===== src/rtl/arb2x1_32bits_if.sv =====
`default_nettype none
// ============================================================================
// Module   : arb2x1_32bits_if
// Brief    : Bus bundle for the 2:1 32-bit arbiter: two producer channels
//            (A, B) and one registered output channel toward the sink.
//            slave  = arbiter side, master = producers + sink side.
// Revision : 1.0  initial release
// ============================================================================
interface arb2x1_32bits_if;
  logic        a_valid;
  logic [31:0] a_data;
  logic        a_ready;
  logic        b_valid;
  logic [31:0] b_data;
  logic        b_ready;
  logic        out_valid;
  logic [31:0] out_data;
  logic        out_src;
  logic        out_ready;

  modport slave (
    input  a_valid, a_data, b_valid, b_data, out_ready,
    output a_ready, b_ready, out_valid, out_data, out_src
  );

  modport master (
    output a_valid, a_data, b_valid, b_data, out_ready,
    input  a_ready, b_ready, out_valid, out_data, out_src
  );
endinterface
`default_nettype wire


===== src/rtl/arb2x1_32bits.sv =====
`default_nettype none
// ============================================================================
// Module   : arb2x1_32bits
// Brief    : 2:1 arbiter for 32-bit words with a single registered output
//            stage. Ties are resolved round-robin; with ARB2_BURST_EN defined
//            a source may keep the grant on ties for up to MAX_BURST words.
// Macro    : ARB2_BURST_EN (optional burst-mode tie resolution)
// Revision : 1.0  initial release
// ============================================================================
module arb2x1_32bits #(
  parameter int MAX_BURST = 4
) (
  input  wire logic           clk,
  input  wire logic           rst_n,
  arb2x1_32bits_if.slave      bus
);

  typedef enum logic [0:0] {
    S_EMPTY = 1'b0,
    S_FULL  = 1'b1
  } state_t;

  // Out-of-range burst limits would silently break the 4-bit counter compare.
  if ((MAX_BURST < 1) || (MAX_BURST > 15)) begin : g_bad_max_burst
    $error("arb2x1_32bits: MAX_BURST must be in 1..15");
  end

  state_t      r_state;
  state_t      w_next_state;
  logic [31:0] r_out_data;
  logic        r_out_src;
  logic        r_last_src;   // 0 = A, 1 = B; reset to B so A wins the first tie
  logic        w_load;
  logic        w_tie_keep;   // on a tie, keep last_src instead of alternating
  logic        w_tie_winner;
  logic        w_grant_b;
  logic        w_accept;

`ifdef ARB2_BURST_EN
  localparam logic [3:0] c_max_burst = 4'(MAX_BURST);
  logic [3:0] r_burst_cnt;

  // A zero count means no burst is in progress, so the tie alternates as usual.
  always_comb begin
    w_tie_keep = (r_burst_cnt != 4'd0) && (r_burst_cnt < c_max_burst);
  end
`else
  // Strict per-transfer alternation on ties.
  always_comb begin
    w_tie_keep = 1'b0;
  end
`endif

  // Grant selection from the current valids and round-robin history only.
  always_comb begin
    w_tie_winner = w_tie_keep ? r_last_src : ~r_last_src;
    w_grant_b    = bus.b_valid && (!bus.a_valid || w_tie_winner);
  end

  // State register for the output stage.
  always_ff @(posedge clk) begin
    if (!rst_n) begin
      r_state <= S_EMPTY;
    end else begin
      r_state <= w_next_state;
    end
  end

  // Next-state and handshake outputs; ready is gated off while in reset.
  always_comb begin
    w_next_state  = r_state;
    w_load        = 1'b0;
    bus.a_ready   = 1'b0;
    bus.b_ready   = 1'b0;
    bus.out_valid = 1'b0;
    w_accept      = 1'b0;

    case (r_state)
      S_EMPTY: begin
        w_load = 1'b1;
      end
      S_FULL: begin
        bus.out_valid = 1'b1;
        w_load        = bus.out_ready;
      end
      default: begin
        w_load = 1'b0;
      end
    endcase

    if (rst_n) begin
      bus.a_ready = w_load && bus.a_valid && !w_grant_b;
      bus.b_ready = w_load && w_grant_b;
    end
    w_accept = (bus.a_ready && bus.a_valid) || (bus.b_ready && bus.b_valid);

    case (r_state)
      S_EMPTY: begin
        if (w_accept) begin
          w_next_state = S_FULL;
        end
      end
      S_FULL: begin
        if (bus.out_ready && !w_accept) begin
          w_next_state = S_EMPTY;
        end
      end
      default: begin
        w_next_state = S_EMPTY;
      end
    endcase
  end

  // Output word register and round-robin history; captured on every accept.
  always_ff @(posedge clk) begin
    if (!rst_n) begin
      r_out_data <= 32'h0;
      r_out_src  <= 1'b0;
      r_last_src <= 1'b1;
    end else if (w_accept) begin
      r_out_data <= w_grant_b ? bus.b_data : bus.a_data;
      r_out_src  <= w_grant_b;
      r_last_src <= w_grant_b;
    end
  end

`ifdef ARB2_BURST_EN
  // Consecutive-grant counter; saturates so a lone requester is never blocked.
  always_ff @(posedge clk) begin
    if (!rst_n) begin
      r_burst_cnt <= 4'd0;
    end else if (w_accept) begin
      if ((r_burst_cnt != 4'd0) && (w_grant_b == r_last_src)) begin
        if (r_burst_cnt < c_max_burst) begin
          r_burst_cnt <= r_burst_cnt + 4'd1;
        end
      end else begin
        r_burst_cnt <= 4'd1;
      end
    end
  end
`endif

  // Registered output channel.
  always_comb begin
    bus.out_data = r_out_data;
    bus.out_src  = r_out_src;
  end

endmodule
`default_nettype wire

===== src/flat_wrapper.sv =====
// flat-port wrapper written by rule: the top's interface ports become plain ports
module arb2x1_32bits_flat 
#(
  parameter int MAX_BURST = 4
)
  (clk, rst_n, bus_a_valid, bus_a_data, bus_b_valid, bus_b_data, bus_out_ready, bus_a_ready, bus_b_ready, bus_out_valid, bus_out_data, bus_out_src);
  arb2x1_32bits_if bus_i ();
  input  wire logic clk;
  input  wire logic rst_n;
  input wire logic [$bits(bus_i.a_valid)-1:0] bus_a_valid;
  input wire logic [$bits(bus_i.a_data)-1:0] bus_a_data;
  input wire logic [$bits(bus_i.b_valid)-1:0] bus_b_valid;
  input wire logic [$bits(bus_i.b_data)-1:0] bus_b_data;
  input wire logic [$bits(bus_i.out_ready)-1:0] bus_out_ready;
  output wire logic [$bits(bus_i.a_ready)-1:0] bus_a_ready;
  output wire logic [$bits(bus_i.b_ready)-1:0] bus_b_ready;
  output wire logic [$bits(bus_i.out_valid)-1:0] bus_out_valid;
  output wire logic [$bits(bus_i.out_data)-1:0] bus_out_data;
  output wire logic [$bits(bus_i.out_src)-1:0] bus_out_src;
  assign bus_i.a_valid = bus_a_valid;
  assign bus_i.a_data = bus_a_data;
  assign bus_i.b_valid = bus_b_valid;
  assign bus_i.b_data = bus_b_data;
  assign bus_i.out_ready = bus_out_ready;
  assign bus_a_ready = bus_i.a_ready;
  assign bus_b_ready = bus_i.b_ready;
  assign bus_out_valid = bus_i.out_valid;
  assign bus_out_data = bus_i.out_data;
  assign bus_out_src = bus_i.out_src;
  arb2x1_32bits #(.MAX_BURST(MAX_BURST)) u_core (.clk(clk), .rst_n(rst_n), .bus(bus_i));
endmodule

===== config.mk =====
export PLATFORM = sky130hd
export DESIGN_NAME = arb2x1_32bits_flat
export DESIGN_NICKNAME = d
export VERILOG_FILES = /design/src/rtl/arb2x1_32bits_if.sv /design/src/rtl/arb2x1_32bits.sv /design/src/flat_wrapper.sv
export SDC_FILE = /design/constraint.sdc
export NUM_CORES = 1
export LEC_CHECK = 0
export ABC_AREA = 1
export CAP_MARGIN = 10
export CORE_MARGIN = 4
export CORE_UTILIZATION = 36
export CTS_BUF_LIST = sky130_fd_sc_hd__clkbuf_8 sky130_fd_sc_hd__clkbuf_16
export DETAILED_ROUTE_END_ITERATION = 12
export PLACE_DENSITY = 0.77
export SETUP_SLACK_MARGIN = 0.1
export SLEW_MARGIN = 0
export SYNTH_ARGS = -nofsm -noshare
export SYNTH_HDL_FRONTEND = slang
export SYNTH_SLANG_ARGS = --single-unit

===== constraint.sdc =====
create_clock -name clk -period 1.14 [get_ports clk]
set_input_delay 0.228 -clock clk [delete_from_list [all_inputs] [get_ports clk]]
set_output_delay 0.228 -clock clk [all_outputs]
set_load 0.02 [all_outputs]

==> results.json <==
{
  "status": "complete, but fails checks",
  "violations": "negative setup slack",
  "gp_congestion": 0.793,
  "dr.pass1.iters": 4,
  "synth_seq_cells": 35,
  "cp.required_ns": 0.91,
  "synth_seq_area_share": 0.354,
  "numClockSinks": 35,
  "hp-class": "in -> reg",
  "cts-hold-fix-buffers": 0,
  "cts-root-buf": "clkbuf_8",
  "antenna_found_initial": 0,
  "worstSkewPairLatency_ns": 0.28,
  "maxCapViolations": 0,
  "yosys_warnings": 0,
  "crit_arrival_ns": 1.11,
  "finalSetupViolCount": 36,
  "antenna_left": 0,
  "fin_nets": 519,
  "pwr-share-comb": 0.405,
  "grt_pass1_wl_um": 9810,
  "syn_nets": 403,
  "h-tree-depth": 2,
  "placed_cells": 496,
  "final_cells": 519,
  "die_w_um": 82.1,
  "final_area_sq_mm": 0.00380,
  "path_class": "reg -> out",
  "io_buffers": 104,
  "rsz0062_at_grt": "yes",
  "powerDensity_mw_per_mm2": 985,
  "area_delta_synth_final_pct": 92.2,
  "initial_core_util": 0.380,
  "synth_common_cells": "nand2_1, dfxtp_1, inv_1",
  "p_int_mw": 2.50,
  "r2r_cells": 8,
  "maxClockFrequency_ghz": 0.749,
  "drive_above_1_share": 0.327,
  "overflow": 0,
  "synth.top_cell.area_share": 0.354,
  "core_area_sq_mm": 0.00520,
  "r2r-start": "u_core.r_last_src",
  "crit_end": "bus_b_ready",
  "sw_frac_of_total": 0.332,
  "dieArea_sq_mm": 0.00674,
  "synth_flop_cell": "dfxtp_1",
  "vias_per_cell": 4.81,
  "synth_area_leaders": "dfxtp_1, nand2_1, nand3_1",
  "power.share.clock": 0.218,
  "place_area_sq_mm": 0.00315,
  "endpoint_kind": "primary output",
  "drv_slew": 0,
  "first_global_vias": 2265,
  "p_seq_frac": 0.377,
  "rr_endpoint": "u_core.bus.out_data[25]",
  "critPathMaxFanout": 4,
  "die-height_um": 82.1,
  "min_period_ns": 1.34,
  "synth_edf_count": 0,
  "synthMostInstantiatedCell": "nand2_1",
  "clock_skew_ns": 0.00222,
  "drtIter0Drc": 102,
  "ff2ff_setup_slack_ns": -0.17,
  "grt_usage": 0.187,
  "routed_wirelength_um": 7630,
  "dpl.hpwl_um": 4290,
  "fin_ws_ns": -0.195,
  "yosysUniqueCellTypes": 16,
  "wl_per_cell_um": 14.7,
  "antenna_cells": 0,
  "async_reset_ff_frac": 0,
  "clkTransAtPathRegs_ns": 0.07,
  "vias": 2494,
  "p_switching_mw": 1.24,
  "drc": 0,
  "cts_made_buffers": 5,
  "crit_path_start_kind": "flip-flop",
  "synthCells": 334,
  "fp-row-count": 26,
  "tightest_slew_ns": 0.237,
  "dp_slack_ns": -0.809,
  "grt_max_degree": 34,
  "avgSynthCellArea_sq_um": 5.92,
  "cp-startpoint": "u_core.r_last_src",
  "peakVddDrop_mv": 0.654,
  "io_pins": 105,
  "clockBufferDepth": 2,
  "power_leakage_nw": 1.96,
  "cts_tree": "built",
  "hold_violations": 0,
  "yosysTopAreaCell": "dfxtp_1",
  "finalCritPeriodShare": 1.17,
  "netlist_area_sq_mm": 0.00198,
  "slew_headroom": 0.842
}
final cells by class:
| type | instances | area, sq um |
|---|---|---|
| Inverter | 38 | 158 |
| Sequential cell | 35 | 709 |
| Timing Repair Buffer | 133 | 1460 |
| Clock buffer | 5 | 68.8 |
| Tap cell | 70 | 87.6 |
| Multi-Input combinational cell | 237 | 1320 |
| Clock inverter | 1 | 3.75 |
| Fill cell | 411 | 1400 |
worst max-delay path, stage by stage (launching register included):
cell and delay, ns:
dfxtp_2 0.37, nand2_4 0.08, nand2_8 0.09, inv_8 0.05, nand2_8 0.09, inv_6 0.03, buf_6 0.12
cells by family after synthesis:
group,count (synthesis),share of synthesized area
simple gates,204,0.417
buf+inv,62,0.143
flops,35,0.354
compound gates,33,0.0860
how the worst min path moves through the flow:
stage | end | from | slack [ns] | cells after the start
floorplan | u_core.r_state | bus_a_valid | 0.41 | 2
global placement | u_core.bus.out_src | u_core.bus.out_src | 0.46 | 2
detailed placement | u_core.bus.out_src | u_core.bus.out_src | 0.46 | 2
CTS | u_core.r_state | rst_n | 0.37 | 3
global route | u_core.r_state | rst_n | 0.43 | 3
finish | u_core.r_state | rst_n | 0.44 | 3
placed cells by master (no fill, tap or decap), drive strengths merged:
master / instances
inv: 39
a31oi: 1
buf: 54
clkdlybuf4s50: 64
dlygate4sd2: 4
nor2: 33
a21oi: 32
nand3: 35
clkbuf: 16
nand2: 136
dfxtp: 35
power by group through the flow:
stage | registers [mW] | clock network [mW] | logic (mW)
floorplan | 1.57 | 0 | 0.547
global placement | 1.43 | 0 | 1.22
detailed placement | 1.43 | 0 | 1.25
CTS | 1.40 | 0.826 | 1.20
global route | 1.42 | 0.878 | 1.65
finish | 1.41 | 0.816 | 1.52
metrics by stage:
step                power [mW]  hold WS, ns  setup TNS [ns]   util
floorplan                 2.12        0.413               0      -
global placement          2.65        0.457          -23.95  0.605
detailed placement        2.68        0.457          -25.90  0.605
CTS                       3.43        0.371           -4.52  0.610
global route              3.95        0.431           -6.58  0.730
finish                    3.74        0.442           -4.69  0.730
flip-flops by register name (all words and copies together), names as in the netlist:
| name | flops |
|---|---|
| u_core.bus.out_src | 1 |
| u_core.bus.out_data | 32 |
| u_core.r_last_src | 1 |
| u_core.r_state | 1 |
what timing repair did:
| item | CTS | global route |
|---|---|---|
| gates resized for setup | 177 | 77 |
| endpoints found under the setup margin | 71 | 53 |
| setup buffers | 1 | 1 |
| gates cloned | 1 | 14 |
| pin swaps | 4 | 16 |
routing by layer:
metal | global-route usage | wire (um) | share of wire | vias up
li1 | - | - | - | 1247
met1 | 0.206 | 3150 | 0.41 | 1136
met2 | 0.321 | 3650 | 0.48 | 95
met3 | 0.0683 | 683 | 0.089 | 16
met4 | 0.0781 | 142 | 0.019 | 0
met5 | 0 | 0 | 0 | -
Power figures use the tool's default switching activity.
